**config.mk**
```make
export PLATFORM = sky130hd
export DESIGN_NAME = pwm_capture
export DESIGN_NICKNAME = d
export VERILOG_FILES = /design/src/rtl/pwm_capture.sv
export SDC_FILE = /design/constraint.sdc
export NUM_CORES = 1
export LEC_CHECK = 0
export BUFFER_PORTS_ARGS = -buffer_cell sky130_fd_sc_hd__buf_2
export CORE_MARGIN = 4
export CORE_UTILIZATION = 40
export CTS_CLUSTER_SIZE = 24
export DETAILED_ROUTE_END_ITERATION = 16
export PLACE_DENSITY = 0.67
export SETUP_SLACK_MARGIN = 0.05
export SLEW_MARGIN = 20
export SYNTH_ARGS = -nofsm -noshare
export SYNTH_HDL_FRONTEND = slang
export SYNTH_SLANG_ARGS = --single-unit
```
**constraint.sdc**
```tcl
create_clock -name i_clk -period 5.7 [get_ports i_clk]
set_input_delay 1.14 -clock i_clk [delete_from_list [all_inputs] [get_ports i_clk]]
set_output_delay 1.14 -clock i_clk [all_outputs]
set_load 0.02 [all_outputs]
```
**src/rtl/pwm_capture.sv**
```systemverilog
// pwm_capture: measures period and high time of an asynchronous PWM input in i_clk cycles.
// Latency: P_SYNC+1 rising i_clk edges from the first edge sampling i_pwm high to o_valid.
// Backpressure: none; o_valid is a one-cycle strobe and results hold until the next capture.
//
// Ports:
//   i_clk      single clock, all state on its rising edge
//   i_rst_n    asynchronous active-low reset (deassertion synchronized internally)
//   i_en       capture enable; low forces IDLE and clears the counters
//   i_pwm      asynchronous PWM signal under measurement
//   o_period   last measured period in i_clk cycles
//   o_high     last measured high time in i_clk cycles
//   o_valid    one-cycle strobe marking a new o_period/o_high pair
//   o_timeout  level, set when the period counter saturates, cleared by the next o_valid
module pwm_capture #(
    parameter int P_WIDTH = 16,
    parameter int P_SYNC  = 2
) (
    input  logic               i_clk,
    input  logic               i_rst_n,
    input  logic               i_en,
    input  logic               i_pwm,
    output logic [P_WIDTH-1:0] o_period,
    output logic [P_WIDTH-1:0] o_high,
    output logic               o_valid,
    output logic               o_timeout
);

    // Fewer than two synchronizer stages is not metastability-safe; clamp it.
    localparam int LP_SYNC = (P_SYNC < 2) ? 2 : P_SYNC;

    localparam logic [P_WIDTH-1:0] LP_MAX = '1;
    localparam logic [P_WIDTH-1:0] LP_ONE = P_WIDTH'(1);

    localparam logic [1:0] ST_IDLE = 2'd0;
    localparam logic [1:0] ST_HIGH = 2'd1;
    localparam logic [1:0] ST_LOW  = 2'd2;

    // Reset: asserts asynchronously, releases two clock edges after i_rst_n rises.
    logic [1:0] r_rst_sync;
    logic       w_rst_n;

    always_ff @(posedge i_clk or negedge i_rst_n) begin
        if (!i_rst_n) begin
            r_rst_sync <= 2'b00;
        end else begin
            r_rst_sync <= {r_rst_sync[0], 1'b1};
        end
    end

    assign w_rst_n = r_rst_sync[1];

    // Input synchronizer and edge detection; runs regardless of i_en.
    logic [LP_SYNC-1:0] r_sync;
    logic               r_s_pwm_d;
    logic               w_s_pwm;
    logic               w_rise;
    logic               w_fall;

    always_ff @(posedge i_clk or negedge w_rst_n) begin
        if (!w_rst_n) begin
            r_sync    <= '0;
            r_s_pwm_d <= 1'b0;
        end else begin
            r_sync    <= {r_sync[LP_SYNC-2:0], i_pwm};
            r_s_pwm_d <= r_sync[LP_SYNC-1];
        end
    end

    assign w_s_pwm = r_sync[LP_SYNC-1];
    assign w_rise  = w_s_pwm & ~r_s_pwm_d;
    assign w_fall  = ~w_s_pwm & r_s_pwm_d;

    // Measurement FSM
    logic [1:0]         r_state;
    logic [P_WIDTH-1:0] r_cnt_period;
    logic [P_WIDTH-1:0] r_cnt_high;
    logic [P_WIDTH-1:0] r_period;
    logic [P_WIDTH-1:0] r_high;
    logic               r_valid;
    logic               r_timeout;

    always_ff @(posedge i_clk or negedge w_rst_n) begin
        if (!w_rst_n) begin
            r_state      <= ST_IDLE;
            r_cnt_period <= '0;
            r_cnt_high   <= '0;
            r_period     <= '0;
            r_high       <= '0;
            r_valid      <= 1'b0;
            r_timeout    <= 1'b0;
        end else begin
            r_valid <= 1'b0;
            if (!i_en) begin
                // Disable beats any edge seen this cycle; results and timeout hold.
                r_state      <= ST_IDLE;
                r_cnt_period <= '0;
                r_cnt_high   <= '0;
            end else begin
                case (r_state)
                    ST_IDLE: begin
                        if (w_rise) begin
                            r_cnt_period <= LP_ONE;
                            r_cnt_high   <= LP_ONE;
                            r_state      <= ST_HIGH;
                        end
                    end
                    ST_HIGH: begin
                        if (r_cnt_period == LP_MAX) begin
                            r_state      <= ST_IDLE;
                            r_cnt_period <= '0;
                            r_cnt_high   <= '0;
                            r_timeout    <= 1'b1;
                        end else if (w_fall) begin
                            // The falling-edge cycle is already low: period only.
                            r_cnt_period <= r_cnt_period + LP_ONE;
                            r_state      <= ST_LOW;
                        end else begin
                            r_cnt_period <= r_cnt_period + LP_ONE;
                            r_cnt_high   <= r_cnt_high + LP_ONE;
                        end
                    end
                    ST_LOW: begin
                        if (w_rise) begin
                            // Capture pre-increment counts; this rise opens the next period.
                            r_period     <= r_cnt_period;
                            r_high       <= r_cnt_high;
                            r_valid      <= 1'b1;
                            r_timeout    <= 1'b0;
                            r_cnt_period <= LP_ONE;
                            r_cnt_high   <= LP_ONE;
                            r_state      <= ST_HIGH;
                        end else if (r_cnt_period == LP_MAX) begin
                            r_state      <= ST_IDLE;
                            r_cnt_period <= '0;
                            r_cnt_high   <= '0;
                            r_timeout    <= 1'b1;
                        end else begin
                            r_cnt_period <= r_cnt_period + LP_ONE;
                        end
                    end
                    default: begin
                        r_state      <= ST_IDLE;
                        r_cnt_period <= '0;
                        r_cnt_high   <= '0;
                    end
                endcase
            end
        end
    end

    assign o_period  = r_period;
    assign o_high    = r_high;
    assign o_valid   = r_valid;
    assign o_timeout = r_timeout;

endmodule

```
After elaboration in Yosys (flattened, before gate mapping):

Cells that the tools add are included.

* register bits after elaboration: 73
* latch bits: 0
* memory bits (writable): 0
* ROM bits: 0
* input port bits: 4
* output and inout port bits: 34
* logic and storage cells: 53
* memories: 0

* add/subtract/negate cells: 2
* multiply operators: 0
* div/mod/pow operators: 0
* order comparisons: 0
* equal/unequal tests: 7
* shifts and indexed selects: 0
* muxes and demuxes: 24
* bitwise gates (word level): 4
* reduce and logical (&&, ||, !) cells: 6

Operators with widths (number)
* $mux 16: 9
* $pmux 16 s3: 2
* $add 16x1->16 const B: 2
* $eq 16x16->1 const B: 1
* $mux 2: 6
* $ne 4x4->1 const B: 3
* $reduce_and 3->1: 3
* $pmux 2 s3: 1
* $mux 1: 5
* $ne 3x3->1 const B: 1
* $and 1x1->1: 2
* $eq 2x1->1 const B: 1
* $eq 2x2->1 const B: 1
* $logic_not 2->1: 1
* $not 1->1: 2
* $pmux 1 s2: 1
* $reduce_and 2->1: 1
* $reduce_bool 2->1: 1

Longest topological paths before layout:

Gate-level depths: netlist of run 1.

* depth in word-level cells: 6
* mapped depth: 9
* gate-level depth less buffers: 7

Worst setup path before layout of run 1:

Ideal clock, no wire load.

* path kind: input -> register
* from: input port i_en
* to: register r_cnt_high[9]
* library setup time: 0.079 ns
* arrival time: 2.360 ns
* required time: 5.621 ns
* setup slack: 3.260 ns
* stages: 6
* path buffers: 1
* path through: buf_2 -> nor2b_1 -> o41ai_4 -> nor3_2 -> nand4_1 -> mux2i_1

* longest elaborated chain between the ends: 2
* elaborated cells on any way between the ends: 5
* classes of those cells: eq/ne: 3; mux: 1; reduce/logical: 1

RTL lines
* start, declared: line 20 `input logic i_en,`
* $ne 4x4->1 (no line) or $ne 3x3->1 (tied branches)
* $reduce_and 3->1 (no line)
* end signal, assigned: line 119 `r_cnt_high <= r_cnt_high + LP_ONE;`
* end, declared: line 76 `logic [P_WIDTH-1:0] r_cnt_high;`

Parallel ways exist; a longest one is shown, timed or not.
A chain may end at the register's enable or synchronous reset.

Worst setup path after layout of run 1:

* from: register r_state[0]
* to: register r_cnt_period[1]

* longest elaborated chain between the ends: 3
* elaborated cells on any way between the ends: 6
* classes of those cells: eq/ne: 3; mux: 2; reduce/logical: 1

RTL lines
* start, declared: line 74 `logic [1:0] r_state;`
* start signal, assigned: line 84 `r_state <= ST_IDLE;`
* start signal, assigned: line 95 `r_state <= ST_IDLE;`
* start signal, assigned: line 104 `r_state <= ST_HIGH;`
* $eq 2x2->1 (tied with other cells): line 99 `case (r_state)`
* $pmux 16 s3: line 99
* $mux 16: line 93 `if (!i_en) begin`
* end signal, assigned: line 115 `r_cnt_period <= r_cnt_period + LP_ONE;`
* end signal, assigned: line 118 `r_cnt_period <= r_cnt_period + LP_ONE;`
* end signal, assigned: line 138 `r_cnt_period <= r_cnt_period + LP_ONE;`
* end, declared: line 75 `logic [P_WIDTH-1:0] r_cnt_period;`

Parallel ways exist; a longest one is shown, timed or not.

==> results of run 1 <==
## sequential cells by signal, indices dropped and copies added, names as in the netlist
name          count
o_high           16
o_period         16
o_timeout         1
o_valid           1
r_cnt_high       16
r_cnt_period     16
r_rst_sync        2
r_s_pwm_d         1
r_state           2
r_sync            2
## worst max-delay path: cells and delay by family (launching register included)
family,cells,cell delay [ns]
and+or+nand+nor,3,1.20
AOI/OAI and AO/OA,2,0.48
DFF,1,0.40
adders and majority gates,1,0.26
buffers and inverters,1,0.10
## layer usage
metal / vias to the layer above / track usage / wire length [µm]
met5: - / 0 / 0
met4: 0 / 0.0634 / 124
met3: 14 / 0.0434 / 386
met2: 61 / 0.233 / 3240
met1: 1281 / 0.210 / 3590
li1: 1317 / - / -
## cell type report
cell class	count	area (µm²)
clock buffer	11	141
clock inverter	5	31.3
fill	832	4450
inverter	5	18.8
multi-input combinational	272	1590
sequential	73	1830
tap	105	131
timing repair buffer	39	200
## worst paths after layout
check | depth (start not counted) | endpoint | slack (ns) | startpoint
max | 7 | r_cnt_period[1] | 3.17 | r_state[0]
min | 0 | r_sync[1] | 0.35 | r_sync[0]
max reg2reg | 7 | r_cnt_period[1] | 3.17 | r_state[0]
min reg2reg | 0 | r_sync[1] | 0.35 | r_sync[0]
max in group asynchronous | 1 | r_cnt_high[13] | 4.61 | r_rst_sync[1]
min in group asynchronous | 1 | o_valid | 0.47 | r_rst_sync[1]
## power breakdown
| group | switching (mW) | leakage, nW | internal, mW |
|---|---|---|---|
| clock | 0.198 | 0.0895 | 0.169 |
| combinational | 0.143 | 0.922 | 0.0758 |
| sequential | 0.0280 | 1.00 | 0.543 |
## kinds of logic after synthesis
| logic type | Yosys count | share of synthesized area |
|---|---|---|
| xor gates and xnor gates | 13 | 0.0325 |
| DFF | 73 | 0.522 |
| adders and majority gates | 6 | 0.0214 |
| muxes | 8 | 0.0232 |
| AOI/OAI and AO/OA | 43 | 0.0961 |
| and+or+nand+nor | 201 | 0.278 |
| other | 1 | 0.00107 |
| buffers and inverters | 19 | 0.0257 |
## placed cells by master (no fill, tap or decap), types with 2 or more instances in the layout
cell      Yosys  layout
and3_1        3       3
a31oi_1       5       5
xor2_1        7       7
nand3_1      20      20
inv_1         5       5
buf_4         0       2
clkbuf_8      0      10
nor2_1       27      27
xnor2_1       6       6
mux2i_1       7       7
a22o_1        8       8
a22oi_1       5       5
and2_1        3       3
nand4_1       5       5
and4_1        2       2
nor2b_1       2       2
nand2_1     113     113
or3_2         2       2
nand2b_1      2       2
buf_2         3      37
nor4_1        3       3
o21ai_0       4       4
nor3_2        2       2
ha_1          6       6
a21o_1        4       4
nor3_1        4       4
clkinv_2      0       3
dfrtp_1      73      72
nand4_4       3       3
a21oi_1       8       8
==> impl_metrics.ini, run 1 <==
[synth]
ys_warn_count = 0
ys_seq_area_frac = 0.522
post-synth-top-area-fraction = 0.522
synth_ff_type = dfrtp_1
synthTopCellsByCount = nand2_1, dfrtp_1, nor2_1
synth.area.top_cells = dfrtp_1, nand2_1, nor2_1
synth_area_um2 = 3500
synth.most_common_cell = nand2_1
synth.distinct_cells = 51
synth-edff-count = 0
synthCells = 364
syn-mean-instance-area_um2 = 9.62
synth.largest_area_cell = dfrtp_1
syn-num-nets = 374
synth_seq_cells = 73
async_flop_share = 1.00

[timing]
whs_ns = 0.353
rsz0062_at_grt = false
post-route-period-util = 0.444
hold_violations = 0
max_freq_ghz = 0.395
tightestPinTransition_ns = 1.05
fin_skew_ns = 0.0146
slew_violations = 0
fin_setup_tns_ns = 0
layout_min_cycle_time_ns = 2.53
max-slew-margin-rel = 0.301
finalSetupViolCount = 0
fin_ws_ns = 3.17

[die]
fp-row-count = 33
die_x_um = 102
die_h_um = 102
die-area_um2 = 10300
start_util = 0.418
io_pins = 38
core-area_um2 = 8380

[worst_setup_path]
slowest_stage = and2_1
path_class = flip-flop to flip-flop
path_cells = inv_1, ha_1, nor2_1, o21ai_0, and2_1, nand2_1, a21oi_1
cp.required_ns = 5.96
cp-start-kind = flip-flop
crit_fanout = 19
end_kind = flip-flop
max_stage_delay_ns = 0.62
crit_arrival_ns = 2.80

[place]
dp_hpwl_um = 4800
pre_cts_ws_ns = 2.95
dp_cells = 494
place_congestion = 0.869
io_buffers = 37
placed_cell_area_um2 = 3760

[clock_tree]
cts_root_buf = clkbuf_8
cts_tree = yes
cts.sinks = 73
cts_max_path_buffers = 2
h-tree-depth = 3
cts_resized = 0
clkTransAtPathRegs_ns = 0.07
postCtsSetupBuffers = 0
cts_made_buffers = 9
clk_latency_ns = 0.36
cts-hold-fix-buffers = 0

[global_route]
grtUsageTotal = 0.155
grt_pass1_wl_um = 12600
grt_max_degree = 72
grt_overflow = 0
antenna_found_initial = 0
grt_pass1_vias = 2593

[drt]
drt-total-wl_um = 7340
drtIter0Drc = 161
ant_nets = 0
dr.pass1.iters = 4
num_vias = 2673
vias_per_cell = 5.24
drc = 0
wl_per_cell_um = 14.4

[run]
maxCapViolCount = 0

[power_and_ir_drop]
p_total_mw = 1.16
power_density_nw_per_um2 = 294
peakVddDrop_mv = 0.153
power.leakage_nw = 2.01

[final_layout]
nets = 410
syn2layout_area_growth_pct = 12.4
drive_gt1_frac = 0.178
utilization = 0.470
stdcell_count = 510
diodes = 0
final_area_um2 = 3940

[run_status]
outcome = completed

[min_path]
hold_class = flip-flop to flip-flop
Note: power is estimated with default switching activity, not from simulation.
==> run 2, diff against run 1 <==
--- a/config.mk
+++ b/config.mk
@@ -10,7 +10,7 @@
 export CORE_UTILIZATION = 40
 export CTS_CLUSTER_SIZE = 24
 export DETAILED_ROUTE_END_ITERATION = 16
-export PLACE_DENSITY = 0.67
+export PLACE_DENSITY = 0.69
 export SETUP_SLACK_MARGIN = 0.05
 export SLEW_MARGIN = 20
 export SYNTH_ARGS = -nofsm -noshare
==> constraint.sdc (replaced) <==
create_clock -name i_clk -period 2.1 [get_ports i_clk]
set_input_delay 0.42 -clock i_clk [delete_from_list [all_inputs] [get_ports i_clk]]
set_output_delay 0.42 -clock i_clk [all_outputs]
set_load 0.02 [all_outputs]
==> run 2 against run 1 <==
Critical path depth stayed put. Final cell count rose by 4.3%. Clock skew down 0.0076 ns. Routed wire length is 3.8% higher. Global-route usage increased by 0.62 points. Clock power grew to 3.1 times the previous value. Clock-buffer cell count increased by 1. Register-to-register slack got worse by 3.1 ns. Flip-flop and latch count did not move. Total power rose to 2.9 times the previous value. Combinational power grew to 3.3 times the previous value. Critical path type unchanged. Highest routed layer unchanged.
==> impl_metrics.ini, run 2 (synthesis gave the netlist of run 1 again) <==
[run_status]
outcome = completed

[place]
place_congestion = 0.930
placed_cell_area_um2 = 3900
io_buffers = 37
pre_cts_ws_ns = 0.0598
dp_hpwl_um = 5290
dp_cells = 511

[final_layout]
multi_input_area_um2 = 1620
diodes = 0
seqCellArea_um2 = 1830
stdcell_count = 532
final_area_um2 = 4190
layout_common_cells = nand2_1, dfrtp_1, buf_2
nets = 432
syn2layout_area_growth_pct = 19.5
final_common_cell = nand2_1
drive_gt1_frac = 0.234
fillers = 810

[worst_setup_path]
path_class = flip-flop to flip-flop
endpoint = r_cnt_high[12]
crit_fanout = 11
crit_arrival_ns = 2.24
cp.required_ns = 2.34
end_kind = flip-flop
path_cells = ha_2, nand3_4, buf_4, o41ai_4, nor2_4, a22o_2, a22o_1
r2r_start = r_cnt_period[1]
max_stage_delay_ns = 0.44
ff2ff_setup_slack_ns = 0.1
cp-start-kind = flip-flop
worstSetupStartpoint = r_cnt_period[1]
slowest_stage = o41ai_4
ff2ff_path_depth = 7
worstReg2RegEnd = r_cnt_high[12]

[die]
die_x_um = 102
start_util = 0.418
die_h_um = 102
io_pins = 38
die-area_um2 = 10300
fp-row-count = 33
core-area_um2 = 8380

[timing]
tightestPinTransition_ns = 0.541
finalSetupViolCount = 0
hold_violations = 0
max-slew-margin-rel = 0.639
fin_ws_ns = 0.0956
layout_min_cycle_time_ns = 2.00
post-route-period-util = 0.954
slew_violations = 0
fin_setup_tns_ns = 0
fin_skew_ns = 0.00701
rsz0062_at_grt = true
max_freq_ghz = 0.499

[clock_tree]
clk_latency_ns = 0.35
cts_max_path_buffers = 2
cts.sinks = 73
clkTransAtPathRegs_ns = 0.07
h-tree-depth = 3
cts_tree = yes
cts_root_buf = clkbuf_8
cts_made_buffers = 9

[global_route]
grt_max_degree = 49
grt_pass1_vias = 2736
grt_overflow = 0
grt_pass1_wl_um = 13200
antenna_found_initial = 0
grtUsageTotal = 0.161

[run]
maxCapViolCount = 0

[min_path]
hold_class = input pin to flip-flop

[drt]
vias_per_cell = 5.19
wl_per_cell_um = 14.3
drt-total-wl_um = 7620
drc = 0
num_vias = 2762
dr.pass1.iters = 4
drtIter0Drc = 176
ant_nets = 0

[power_and_ir_drop]
power_density_nw_per_um2 = 812
power.leakage_nw = 2.14
p_total_mw = 3.40
peakVddDrop_mv = 0.396
## run 2: cell type report
class | count | share of cell area
Tap cell | 105 | 0.0314
Inverter | 5 | 0.00448
Timing Repair Buffer | 61 | 0.0918
Clock buffer | 12 | 0.0371
Sequential cell | 73 | 0.437
Clock inverter | 4 | 0.0123
Multi-Input combinational cell | 272 | 0.386
## run 2: layer usage
layer	GRT usage	vias up	part of all wire	routed length [µm]
li1	-	1360	-	-
met1	0.228	1326	0.49	3750
met2	0.237	67	0.45	3390
met3	0.0331	9	0.047	355
met4	0.0736	0	0.016	125
met5	0	-	0	0
## run 2: worst min-delay path by stage
| stage | startpoint | to | slack, ns | cells past startpoint |
|---|---|---|---|---|
| 2_1_floorplan | i_rst_n | r_rst_sync[0] | 0.12 | 0 |
| 6_report | i_pwm | r_sync[0] | 0.18 | 1 |
| 3_5_place_dp | i_rst_n | r_rst_sync[0] | 0.21 | 1 |
| 3_3_place_gp | i_rst_n | r_rst_sync[0] | 0.21 | 1 |
| 5_1_grt | i_pwm | r_sync[0] | 0.18 | 1 |
| 4_1_cts | i_pwm | r_sync[0] | 0.16 | 1 |
## run 2: critical path, delay by kind of cell (launching register included)
kind	cells	cell delay, ns
flip-flops	1	0.40
AO/OA/AOI/OAI	3	0.91
AND/OR/NAND/NOR	2	0.21
buffers and inverters	1	0.16
adder cells (fa/ha/maj)	1	0.22
## run 2: what timing repair did
item	4_1_cts	5_1_grt
pin swaps	0	3
setup buffers	0	4
hold buffers	1	0
setup endpoints to repair	1	13
endpoints found under the hold margin	2	0
resized for setup	1	10
## run 2: where the power goes
part           switching [mW]  total (mW)  internal, mW
logic                   0.420       0.712         0.293
clock network           0.528        1.14         0.614
registers              0.0697        1.54          1.47
total                    1.02        3.40          2.38
## run 2: through the flow
stage,hold WS (ns),utilization
after global placement,0.209,0.466
final,0.179,0.499
after detailed placement,0.211,0.466
after floorplan,0.124,-
after global routing,0.178,0.499
after CTS,0.162,0.492
==> run 3, diff against run 2 <==
--- a/config.mk
+++ b/config.mk
@@ -10,7 +10,7 @@
 export CORE_UTILIZATION = 40
 export CTS_CLUSTER_SIZE = 24
 export DETAILED_ROUTE_END_ITERATION = 16
-export PLACE_DENSITY = 0.69
+export PLACE_DENSITY = 0.67
 export SETUP_SLACK_MARGIN = 0.05
 export SLEW_MARGIN = 20
 export SYNTH_ARGS = -nofsm -noshare
==> constraint.sdc (replaced) <==
create_clock -name i_clk -period 2.2 [get_ports i_clk]
set_input_delay 0.44 -clock i_clk [delete_from_list [all_inputs] [get_ports i_clk]]
set_output_delay 0.44 -clock i_clk [all_outputs]
set_load 0.02 [all_outputs]
==> run 3 against run 2 <==
Combinational power down 13%. Clock skew grew 0.0023 ns. Final cell count shrank 1.7%. Register-to-register slack gained 0.10 ns. Sequential share of layout area increased by 0.66 points. First-iteration DRC count shrank 15%. Flip-flop and latch count is the same. Clock-buffer cell count is 2 lower. Total power down 1.7%. Design area down 1.5%. Critical path type unchanged. Highest routed layer unchanged.
==> impl_metrics.ini, run 3 (synthesis gave the netlist of run 1 again) <==
[place]
place_congestion = 0.870
dp_hpwl_um = 5230
pre_cts_ws_ns = 0.121
dp_cells = 507
io_buffers = 37

[clock_tree]
cts_max_path_buffers = 2
clk_latency_ns = 0.35
cts_root_buf = clkbuf_8
cts.sinks = 73
cts_tree = yes
clkTransAtPathRegs_ns = 0.08
postCtsSetupBuffers = 0
cts_made_buffers = 9
h-tree-depth = 3

[drt]
vias_per_cell = 5.24
wl_per_cell_um = 14.2
drtIter0Drc = 149
num_vias = 2743
drt-total-wl_um = 7450
dr.pass1.iters = 4
drc = 0
ant_nets = 0

[run_status]
outcome = completed

[global_route]
grt_pass1_wl_um = 13000
grt_overflow = 0
grt_pass1_vias = 2622
antenna_found_initial = 0
grt_max_degree = 48
grtUsageTotal = 0.161

[timing]
slew_violations = 0
max_freq_ghz = 0.500
post-route-period-util = 0.909
finalSetupViolCount = 0
tightestPinTransition_ns = 0.550
fin_setup_tns_ns = 0
rsz0062_at_grt = false
layout_min_cycle_time_ns = 2.00
fin_ws_ns = 0.199
hold_violations = 0
max-slew-margin-rel = 0.633
fin_skew_ns = 0.00931

[worst_setup_path]
crit_fanout = 8
path_class = flip-flop to flip-flop
cp-start-kind = flip-flop
crit_arrival_ns = 2.25
ff2ff_setup_slack_ns = 0.20
crit_top_cell = a22o_1
max_stage_delay_ns = 0.40
slowest_stage = dfrtp_1
path_cells = ha_1, nand3_2, nor4_4, o31ai_4, buf_4, a22o_1, a22o_1
end_kind = flip-flop
worstReg2RegEnd = r_cnt_high[8]
cp.required_ns = 2.44
ff2ff_path_depth = 7
r2r_start = r_cnt_period[0]

[final_layout]
diodes = 0
nets = 424
utilization = 0.492
final_common_cell = nand2_1
layout_common_cells = nand2_1, dfrtp_1, buf_2
stdcell_count = 523
fillers = 815
drive_gt1_frac = 0.206
syn2layout_area_growth_pct = 17.7

[die]
fp-row-count = 33
io_pins = 38
core-area_um2 = 8380
die-area_um2 = 10300
die_x_um = 102
start_util = 0.418
die_h_um = 102

[power_and_ir_drop]
power_density_nw_per_um2 = 811
p_total_mw = 3.34
peakVddDrop_mv = 0.375
power.leakage_nw = 2.11

[min_path]
hold_end = r_sync[0]
hold_depth = 1
hp-start = i_pwm
hold_class = input pin to flip-flop

[run]
maxCapViolCount = 0
run 3: cell types whose count changed in the layout (fill, tap and decap cells not counted), moves of 2 or more:
| cell | delta |
|---|---|
| clkbuf_8 | -2 |
| buf_4 | -7 |
| ha_2 | -2 |
| bufinv_16 | +2 |
| ha_1 | +2 |
run 3: timing repair:
item,4_1_cts,5_1_grt
resized for setup,0,2
hold endpoints to repair,2,0
hold buffers,1,0
endpoints found under the setup margin,0,11
run 3: power breakdown:
| part | internal, mW | switching, mW |
|---|---|---|
| Clock | 0.747 | 0.500 |
| Sequential | 1.41 | 0.0705 |
| Combinational | 0.239 | 0.377 |
| Total | 2.39 | 0.947 |
run 3: metal layers:
layer	vias to the layer above	GRT usage	routed length (µm)
li1	1347	-	-
met1	1322	0.229	3560
met2	61	0.234	3310
met3	13	0.0351	402
met4	0	0.0736	169
met5	-	0	0
run 3: stage by stage:
step / instance area [µm²] / hold WS, ns
detailed placement: 3870 / 0.227
CTS: 4120 / 0.175
finish: 4120 / 0.194
global placement: 3870 / 0.227
global route: 4120 / 0.185
floorplan: 3500 / 0.144
run 3: area by class of cell:
type	instances	area [µm²]	area share
well taps	105	131	0.0319
inverters	5	18.8	0.00455
flip-flops and latches	73	1830	0.443
clock inverters	5	105	0.0255
multi-input cells	272	1590	0.386
repair buffers	53	320	0.0777
clock buffers	10	128	0.0310
run 3: worst max path at each step:
| stage | end | depth (start not counted) | start |
|---|---|---|---|
| after floorplan | r_cnt_high[0] | 6 | r_cnt_period[0] |
| after global placement | r_cnt_high[0] | 7 | r_state[0] |
| after detailed placement | r_cnt_high[8] | 7 | r_cnt_period[0] |
| after CTS | r_cnt_high[0] | 7 | r_state[0] |
| after global routing | r_cnt_high[8] | 7 | r_cnt_period[0] |
| final | r_cnt_high[8] | 7 | r_cnt_period[0] |
run 3: worst max-delay path: cells and delay by family (launching register included):
kind	cells	cell delay, ns
AND/OR/NAND/NOR	2	0.45
buffers and inverters	1	0.19
AO/OA/AOI/OAI	3	0.60
flip-flops	1	0.40
adder cells (fa/ha/maj)	1	0.26
